[src/rtl/alu_sequencer.sv]
// alu_sequencer: hardware command initiator for the ALU breadboard.
// Commands {opcode, operand} are queued, issued one at a time, followed by a
// NOOP settle cycle, and the accumulator value and error code are returned
// over a valid/ready result port. After reset one RESET opcode clears the
// breadboard accumulator before any command is issued.
module alu_sequencer #(
  parameter int unsigned FIFO_DEPTH  = 4,
  parameter bit          HALT_ON_ERR = 1'b1,
  parameter int unsigned CNT_W       = 16
) (
  input  logic             clock,
  input  logic             reset,
  input  logic             cmd_valid,
  output logic             cmd_ready,
  input  logic [3:0]       cmd_opcode,
  input  logic [31:0]      cmd_operand,
  output logic [3:0]       alu_opcode,
  output logic [31:0]      alu_input,
  input  logic [63:0]      alu_output,
  input  logic [1:0]       alu_error,
  output logic             res_valid,
  input  logic             res_ready,
  output logic [63:0]      res_data,
  output logic [1:0]       res_error,
  output logic             err_sticky,
  input  logic             clear_err,
  output logic             busy,
  output logic [CNT_W-1:0] issue_count
);

  localparam int unsigned AW = $clog2(FIFO_DEPTH);
  localparam logic [AW:0] FULL_CNT = (AW+1)'(FIFO_DEPTH);

  localparam logic [2:0] ST_INIT   = 3'd0;
  localparam logic [2:0] ST_IDLE   = 3'd1;
  localparam logic [2:0] ST_ISSUE  = 3'd2;
  localparam logic [2:0] ST_SETTLE = 3'd3;
  localparam logic [2:0] ST_RESP   = 3'd4;
  localparam logic [2:0] ST_HALT   = 3'd5;

  localparam logic [3:0] OP_NOOP  = 4'b0000;
  localparam logic [3:0] OP_RESET = 4'b1101;

  logic [2:0]       state_q, state_d;
  logic [AW-1:0]    wr_ptr_q, wr_ptr_d;
  logic [AW-1:0]    rd_ptr_q, rd_ptr_d;
  logic [AW:0]      fifo_count_q, fifo_count_d;
  logic [3:0]       cur_op_q, cur_op_d;
  logic [31:0]      cur_operand_q, cur_operand_d;
  logic [63:0]      res_data_q, res_data_d;
  logic [1:0]       res_error_q, res_error_d;
  logic             err_sticky_q, err_sticky_d;
  logic [CNT_W-1:0] issue_count_q, issue_count_d;

  logic [35:0]      fifo_mem [FIFO_DEPTH];
  logic             fifo_full;
  logic             fifo_empty;
  logic             push;
  logic             pop;

  assign fifo_full  = (fifo_count_q == FULL_CNT);
  assign fifo_empty = (fifo_count_q == '0);
  // A full queue refuses commands even when a pop happens in the same cycle.
  assign cmd_ready  = !fifo_full && (state_q != ST_INIT);
  assign push       = cmd_valid && cmd_ready;

  assign res_valid   = (state_q == ST_RESP);
  assign res_data    = res_data_q;
  assign res_error   = res_error_q;
  assign err_sticky  = err_sticky_q;
  assign issue_count = issue_count_q;
  assign busy        = (state_q != ST_IDLE) || !fifo_empty;

  // Breadboard drive is a pure function of the sequencer state.
  always_comb begin
    alu_opcode = OP_NOOP;
    alu_input  = '0;
    case (state_q)
      ST_INIT: begin
        alu_opcode = OP_RESET;
        alu_input  = '0;
      end
      ST_ISSUE: begin
        alu_opcode = cur_op_q;
        alu_input  = cur_operand_q;
      end
      default: begin
        alu_opcode = OP_NOOP;
        alu_input  = '0;
      end
    endcase
  end

  // Next-state logic: sequencing, queue pointers, result capture, error flag.
  always_comb begin
    // NOTE: every variable gets its default first, so no branch leaves one unassigned and infers a latch.
    state_d       = state_q;
    wr_ptr_d      = wr_ptr_q;
    rd_ptr_d      = rd_ptr_q;
    fifo_count_d  = fifo_count_q;
    cur_op_d      = cur_op_q;
    cur_operand_d = cur_operand_q;
    res_data_d    = res_data_q;
    res_error_d   = res_error_q;
    err_sticky_d  = err_sticky_q;
    issue_count_d = issue_count_q;
    pop           = 1'b0;

    // Clear first so a set in the same cycle overrides it.
    if (clear_err) begin
      err_sticky_d = 1'b0;
    end

    case (state_q)
      ST_INIT: begin
        state_d = ST_IDLE;
      end
      ST_IDLE: begin
        if (!fifo_empty) begin
          pop     = 1'b1;
          state_d = ST_ISSUE;
        end
      end
      ST_ISSUE: begin
        res_error_d   = alu_error;
        issue_count_d = issue_count_q + CNT_W'(1);
        state_d       = ST_SETTLE;
      end
      ST_SETTLE: begin
        res_data_d = alu_output;
        state_d    = ST_RESP;
      end
      ST_RESP: begin
        if (res_ready) begin
          if (res_error_q != 2'b00) begin
            err_sticky_d = 1'b1;
          end
          if ((res_error_q != 2'b00) && HALT_ON_ERR) begin
            state_d = ST_HALT;
          end else if (!fifo_empty) begin
            pop     = 1'b1;
            state_d = ST_ISSUE;
          end else begin
            state_d = ST_IDLE;
          end
        end
      end
      ST_HALT: begin
        if (clear_err) begin
          state_d = ST_IDLE;
        end
      end
      default: begin
        state_d = ST_INIT;
      end
    endcase

    // The head entry is latched only on the transition into ISSUE.
    if (pop) begin
      {cur_op_d, cur_operand_d} = fifo_mem[rd_ptr_q];
      rd_ptr_d                  = rd_ptr_q + AW'(1);
    end
    if (push) begin
      wr_ptr_d = wr_ptr_q + AW'(1);
    end
    case ({push, pop})
      2'b10:   fifo_count_d = fifo_count_q + (AW+1)'(1);
      2'b01:   fifo_count_d = fifo_count_q - (AW+1)'(1);
      default: fifo_count_d = fifo_count_q;
    endcase
  end

  // Queue storage.
  always_ff @(posedge clock) begin
    // NOTE: storage has no reset; entry validity is tracked by the pointers and count alone.
    if (push) begin
      fifo_mem[wr_ptr_q] <= {cmd_opcode, cmd_operand};
    end
  end

  // State registers; reset returns to INIT and discards queued and in-flight work.
  always_ff @(posedge clock or negedge reset) begin
    if (!reset) begin
      // NOTE: sequential state uses non-blocking assignments so every flop samples pre-edge values.
      state_q       <= ST_INIT;
      wr_ptr_q      <= '0;
      rd_ptr_q      <= '0;
      fifo_count_q  <= '0;
      cur_op_q      <= OP_NOOP;
      cur_operand_q <= '0;
      res_data_q    <= '0;
      res_error_q   <= '0;
      err_sticky_q  <= 1'b0;
      issue_count_q <= '0;
    end else begin
      state_q       <= state_d;
      wr_ptr_q      <= wr_ptr_d;
      rd_ptr_q      <= rd_ptr_d;
      fifo_count_q  <= fifo_count_d;
      cur_op_q      <= cur_op_d;
      cur_operand_q <= cur_operand_d;
      res_data_q    <= res_data_d;
      res_error_q   <= res_error_d;
      err_sticky_q  <= err_sticky_d;
      issue_count_q <= issue_count_d;
    end
  end

endmodule

[config.mk]
export PLATFORM = sky130hd
export DESIGN_NAME = alu_sequencer
export DESIGN_NICKNAME = d
export VERILOG_FILES = /design/src/rtl/alu_sequencer.sv
export SDC_FILE = /design/constraint.sdc
export NUM_CORES = 1
export LEC_CHECK = 0
export CORE_MARGIN = 1
export CORE_UTILIZATION = 57
export DETAILED_ROUTE_END_ITERATION = 7
export DONT_BUFFER_PORTS = 1
export PLACE_DENSITY = 0.75
export SKIP_CTS_REPAIR_TIMING = 1
export SLEW_MARGIN = 10
export SYNTH_ARGS = -nofsm -noshare
export SYNTH_HDL_FRONTEND = slang
export SYNTH_SLANG_ARGS = --single-unit
[constraint.sdc]
create_clock -name clock -period 2.3 [get_ports clock]
set_input_delay 0.69 -clock clock [delete_from_list [all_inputs] [get_ports clock]]
set_output_delay 0.69 -clock clock [all_outputs]
set_load 0.01 [all_outputs]
Yosys cells after proc, flatten, opt, wreduce, memory -nomap -nowiden
Memories as Yosys holds them, arrays and structs flattened. A register that Yosys moved wholly into a read port is not among the register bits.
Cells that the tools add are included.
{ "word_totals": {"memories": 1, "output_inout_bits": 122, "regBits": 93, "mem_bits_rw": 144} }
{ "op_classes": {"add_sub_neg": 5, "mux": 19, "n_eq_ne": 12, "reduce_logical": 12} }
{ "memory_table": {"columns": ["memory", "depth", "word_bits", "read_ports", "rd_clocked_by_memory_dff", "write_ports", "line", "source"], "rows": [
  ["fifo_mem", 4, 36, 1, 1, 1, "55", "logic [35:0] fifo_mem [FIFO_DEPTH];"]
]} }
{ "ops": {"columns": ["op", "n"], "rows": [
  ["2-to-1 mux 32 bit", 1],
  ["case mux 3 bit (6 select lines)", 1],
  ["adder 16 x 1 -> 16 bit (second input constant)", 1],
  ["2-to-1 mux 3 bit", 4],
  ["equality test 3 bit (second input constant)", 3],
  ["2-to-1 mux 1 bit", 9],
  ["case mux 4 bit (2 select lines)", 1],
  ["equality test 3 x 2 -> 1 bit (second input constant)", 2],
  ["zero test 3 bit", 2],
  ["case mux 3 bit (2 select lines)", 1],
  ["adder 2 x 1 -> 2 bit (second input constant)", 2],
  ["!= test 2 bit (second input constant)", 2],
  ["nonzero test 2 bit", 2],
  ["adder 3 x 1 -> 3 bit (second input constant)", 1],
  ["equality test 3 x 1 -> 1 bit (second input constant)", 1],
  ["zero test 1 bit", 3],
  ["!= test 3 x 1 -> 1 bit (second input constant)", 1],
  ["AND reduction 3 bit", 1],
  ["nonzero test 3 bit", 1],
  ["subtractor 3 x 1 -> 3 bit (second input constant)", 1],
  ["equality test 2 x 1 -> 1 bit (second input constant)", 1],
  ["equality test 2 bit (second input constant)", 1],
  ["logical AND 1 bit", 2],
  ["2-to-1 mux 2 bit", 1],
  ["other kinds (3)", 3]
]} }

Depth between registers and ports, before layout
{ "depth": {"ltp_word": 7, "depth_mapped": 12} }

Least setup slack after synthesis
Ideal clock, no wire load.
{ "synth_path": {"kind": "input port to flip-flop", "startpoint": "input res_ready", "endpoint": "register fifo_count_q[2]", "slack_ns": -0.303, "setup_ns": 0.079, "stages": 11, "required_time_ns": 2.221, "arrival_time_ns": 2.523, "n_path_buf": 1, "cell_sequence": "or3b_1 > nor3_2 > nor2_1 > buf_2 > inv_1 > ha_1 > inv_1 > fa_1 > xor2_1 > nor2_1 > xor2_1"} }
{ "synth_between": {"elab_chain_cells": 4, "elab_cells_between_ends": 6} }
{ "synth_rtl": {"columns": ["item", "line", "source"], "rows": [
  ["start: declaration", "22", "input logic res_ready,"],
  ["2-to-1 mux 1 bit *", "134", "if (res_ready) begin"],
  ["case mux 1 bit (2 select lines) *", "114", "case (state_q)"],
  ["net pop", "59", "logic pop;"],
  ["equality test 2 x 1 -> 1 bit or equality test 2 bit (tied branches)", "166", "case ({push, pop})"],
  ["case mux 3 bit (2 select lines) or nonzero test 2 bit (tied branches)", null, null],
  ["end signal: assignment", "199", "fifo_count_q <= fifo_count_d;"],
  ["end: declaration", "47", "logic [AW:0] fifo_count_q, fifo_count_d;"]
]} }
The timed path passes the listed nets; every way through them passes the cells marked *.
A chain may end at the register's enable or synchronous reset.

Final worst setup path
{ "layout_path": {"startpoint": "register state_q[2]", "endpoint": "output alu_input[8]"} }
{ "layout_between": {"elab_chain_cells": 2} }
{ "layout_rtl": {"columns": ["item", "line", "source"], "rows": [
  ["start: declaration", "44", "logic [2:0] state_q, state_d;"],
  ["start signal: assignment", "196", "state_q <= state_d;"],
  ["equality test 3 x 2 -> 1 bit", "78", "case (state_q)"],
  ["2-to-1 mux 32 bit", "78", null],
  ["end: declaration", "18", "output logic [31:0] alu_input,"]
]} }
No other way between the ends.

==> flow_summary.yaml <==
timing:
  min_period_over_period_pct: 109.5
  holdWs_ps: -139.9
  setup_viol: 38
  rsz0062_at_grt: "true"
  final_max_slew_viol_count: 0
  layout_min_cycle_time_ps: 2519
  finalHoldViolCount: 129
  timing.final.ws_setup_ps: -218.6
  fmax_mhz: 397.0
  timing.slew.headroom_pct: 46.65
  clock_skew_ps: 19.97
  worst-slew-pin-transition_ps: 800.3
grt:
  grt_max_degree: 130
  grt_pass1_vias: 5554
  gr-usage-all-layers_pct: 21.12
  global_route_wire_length_before_repair_mm: 31.04
  antenna_found_initial: 1
  global_route.overflow_total: 0
critical_path:
  timing.critical_path.slowest_stage_cell: "sky130_fd_sc_hd__dfrtp_2"
  cp_cell_sequence: "buf_6 -> nor3b_4 -> buf_6 -> buf_12 -> and2_4"
  critical_path_class: "flop to output port"
  worst-endpoint-arrival_ps: 1830
  timing.reg2reg.setup_slack_ps: -10
  critical_path_peak_fanout: 6
  worstSetupEndpointType: "output port"
  critical_path.max_stage_delay_ps: 430
  cp_common_cell: "sky130_fd_sc_hd__buf_6"
  crit_buf_inv: 3
  timing.critical_path.required_ps: 1610
  critical_path.startpoint_type: "flop"
  crit_family: "buffers and inverters"
finish:
  area_growth_pct: 15.56
  final_net_count: 733
  antenna_cells: 0
  post_route_cells_drive_above_1_share_pct: 43.84
  final-instance-count-excl-fill: 870
power_and_ir_drop:
  pwr_density_cell_nw_per_um2: 1462
  max-vdd-ir-drop_mv: 0.7735
  p_leak_nw: 4.782
synth:
  netlist_area_um2: 10660
  yosysTopAreaCellShare_pct: 40.58
  ys_seq_elements: 273
  synth.yosys.warnings: 0
  synthesis.area_per_instance_um2: 18.40
  synthDistinctLibCells: 38
  number_of_instances_in_the_synthesized_netlist: 579
  synth-seq-area-share_pct: 70.87
  postSynthNetCount: 693
  synth_largest_area_cell: "sky130_fd_sc_hd__edfxtp_1"
  top_area_cells_in_the_synthesized_netlist: "sky130_fd_sc_hd__edfxtp_1, sky130_fd_sc_hd__dfrtp_1, sky130_fd_sc_hd__mux2_2"
route:
  route.vias.total: 5118
  drt-total-wl_mm: 20.64
  drt_pre_antenna_iters: 7
  drc_errors: 25
  detailedRoute.firstIterationViolations: 326
  wl_per_cell_um: 23.72
  vias_per_cell: 5.883
  postRouteAntennaNets: 0
run:
  cap_violations: 0
clock_tree:
  h_tree_level_count: 1
  clk_transition_reported_paths_ps: 60
  tritoncts: "yes"
  cts.sinks: 273
  tritoncts.num_buffers: 28
  insertion_delay_to_the_later_sink_of_the_worst_skew_pair_ps: 540
  clk_path_buf_depth: 3
  cts_root_buf: "sky130_fd_sc_hd__clkbuf_16"
floorplan:
  chipWidth_um: 138.7
  die_y_um: 138.7
  die_area_um2: 19250
  design.core.area_um2: 18150
  initial_core_util_pct: 58.72
  std_cell_rows: 49
  design.portCount: 229
status:
  failing_checks: "design-rule violations, negative hold slack, negative setup slack"
  outcome: "finished, violations left"
place:
  dp_hpwl_mm: 12.46
  place.port_buffers: 0
  place.detailed.instances: 805
  place.gp.congestion: 0.7823
worst_hold_path:
  worst_hold_path_type: "input port to async pin"
## flip-flops by register name, indices dropped and copies added (netlist names)
register / cells
res_error: 2
issue_count: 16
state_q: 3
res_data: 64
wr_ptr_q: 2
cur_operand_q: 32
cur_op_q: 4
rd_ptr_q: 2
fifo_mem: 144
err_sticky: 1
fifo_count_q: 3
## through the flow
| stage | area (um2) | utilization [%] | power (mW) | TNS, ps | setup WS [ps] |
|---|---|---|---|---|---|
| CTS | 12020 | 66.24 | 17.74 | -9962 | -381.3 |
| finish | 12310 | 67.86 | 18.00 | -6523 | -218.6 |
| global route | 12310 | 67.86 | 18.89 | -9383 | -295.8 |
| floorplan | 10690 | - | 11.75 | -153.0 | -136.0 |
| global placement | 11060 | 60.92 | 12.82 | -57.58 | -57.58 |
| detailed placement | 11060 | 60.92 | 13.07 | -86.64 | -86.64 |
## where the power goes
part | switching (mW) | leakage, nW | internal, mW
Sequential | 1.21 | 2.85 | 6.82
Combinational | 2.37 | 1.47 | 3.01
Clock | 1.78 | 0.470 | 2.82
Total | 5.35 | 4.78 | 12.7
## cell usage after synthesis
cell type,instances
sky130_fd_sc_hd__edfxtp_1,144
sky130_fd_sc_hd__dfrtp_1,129
sky130_fd_sc_hd__mux2_2,84
sky130_fd_sc_hd__mux4_2,36
sky130_fd_sc_hd__and2_1,35
sky130_fd_sc_hd__mux2_4,20
sky130_fd_sc_hd__inv_1,14
sky130_fd_sc_hd__buf_2,12
sky130_fd_sc_hd__xnor2_1,12
sky130_fd_sc_hd__nor2_1,11
sky130_fd_sc_hd__clkbuf_1,10
sky130_fd_sc_hd__nand2_1,9
sky130_fd_sc_hd__xor2_1,9
sky130_fd_sc_hd__and3_1,6
sky130_fd_sc_hd__ha_1,6
sky130_fd_sc_hd__nand3_1,5
sky130_fd_sc_hd__nor3_1,5
sky130_fd_sc_hd__a21oi_1,4
sky130_fd_sc_hd__buf_6,4
sky130_fd_sc_hd__nand4_1,4
sky130_fd_sc_hd__o21ai_0,2
sky130_fd_sc_hd__or3_1,2
sky130_fd_sc_hd__a31oi_1,1
sky130_fd_sc_hd__and4_1,1
sky130_fd_sc_hd__fa_1,1
sky130_fd_sc_hd__mux2i_1,1
sky130_fd_sc_hd__nand2b_1,1
sky130_fd_sc_hd__nor3_2,1
sky130_fd_sc_hd__nor3b_1,1
sky130_fd_sc_hd__nor4bb_1,1
sky130_fd_sc_hd__o2111ai_1,1
sky130_fd_sc_hd__o211ai_1,1
sky130_fd_sc_hd__o21bai_1,1
sky130_fd_sc_hd__o22ai_1,1
sky130_fd_sc_hd__o311ai_0,1
sky130_fd_sc_hd__or2_2,1
sky130_fd_sc_hd__or3b_1,1
sky130_fd_sc_hd__or3b_4,1
## kinds of logic after synthesis
family	Yosys count	synth area share (%)
XOR/XNOR	21	1.726
flip-flops	273	70.87
multiplexers	141	19.40
AO/OA/AOI/OAI	12	0.7046
AND/OR/NAND/NOR	85	4.579
buffers and inverters	40	1.832
adder cells (fa/ha/maj)	7	0.8923
## layer usage
| layer | share of wire (%) | wire length [um] | global-route usage [%] | vias to the layer above |
|---|---|---|---|---|
| li1 | - | - | - | 2245 |
| met1 | 36 | 7395 | 25.23 | 2627 |
| met2 | 53 | 10870 | 37.32 | 214 |
| met3 | 9.8 | 2024 | 6.975 | 30 |
| met4 | 1.6 | 334 | 4.795 | 2 |
| met5 | 0.063 | 13 | 0 | - |
## cell type report
type | count | area, um2
inverters | 14 | 55.05
repair buffers | 36 | 377.9
clock buffers | 43 | 828.3
fillers | 1166 | 5833
multi-input cells | 266 | 3070
clock inverters | 9 | 137.6
well taps | 229 | 286.5
flip-flops and latches | 273 | 7559
## cell usage in the layout (no fill, tap or decap), types with 4 or more instances in the layout
cell,netlist,routed
sky130_fd_sc_hd__dfrtp_1,129,124
sky130_fd_sc_hd__ha_1,6,5
sky130_fd_sc_hd__clkbuf_1,10,9
sky130_fd_sc_hd__mux4_2,36,36
sky130_fd_sc_hd__xor2_1,9,9
sky130_fd_sc_hd__and3_2,0,4
sky130_fd_sc_hd__nand4_1,4,4
sky130_fd_sc_hd__nor2_1,11,9
sky130_fd_sc_hd__buf_12,0,4
sky130_fd_sc_hd__nand2_1,9,8
sky130_fd_sc_hd__inv_1,14,11
sky130_fd_sc_hd__edfxtp_1,144,144
sky130_fd_sc_hd__mux2_2,84,84
sky130_fd_sc_hd__nand3_1,5,5
sky130_fd_sc_hd__and2_4,0,33
sky130_fd_sc_hd__buf_6,4,6
sky130_fd_sc_hd__xnor2_1,12,12
sky130_fd_sc_hd__buf_4,0,24
sky130_fd_sc_hd__clkbuf_16,0,31
sky130_fd_sc_hd__mux2_4,20,20
sky130_fd_sc_hd__clkbuf_8,0,5
sky130_fd_sc_hd__dfrtp_2,0,5
## path summary, 6_finish.rpt
kind                                         startpoint                      endpoint  depth (start not counted)
max                              state_q[2]$_DFFE_PN0P_                  alu_input[8]                          5
min                                               reset      res_data[43]$_DFFE_PN0P_                          0
max reg2reg                      state_q[0]$_DFFE_PN0P_   fifo_count_q[2]$_DFFE_PN0P_                         11
min reg2reg                cur_operand_q[1]$_DFFE_PN0P_  cur_operand_q[1]$_DFFE_PN0P_                          1
max in group asynchronous                         reset        state_q[0]$_DFFE_PN0P_                          0
min in group clock                      cmd_operand[15]     fifo_mem[2][15]$_DFFE_PP_                          0
Power figures use the tool's default switching activity.
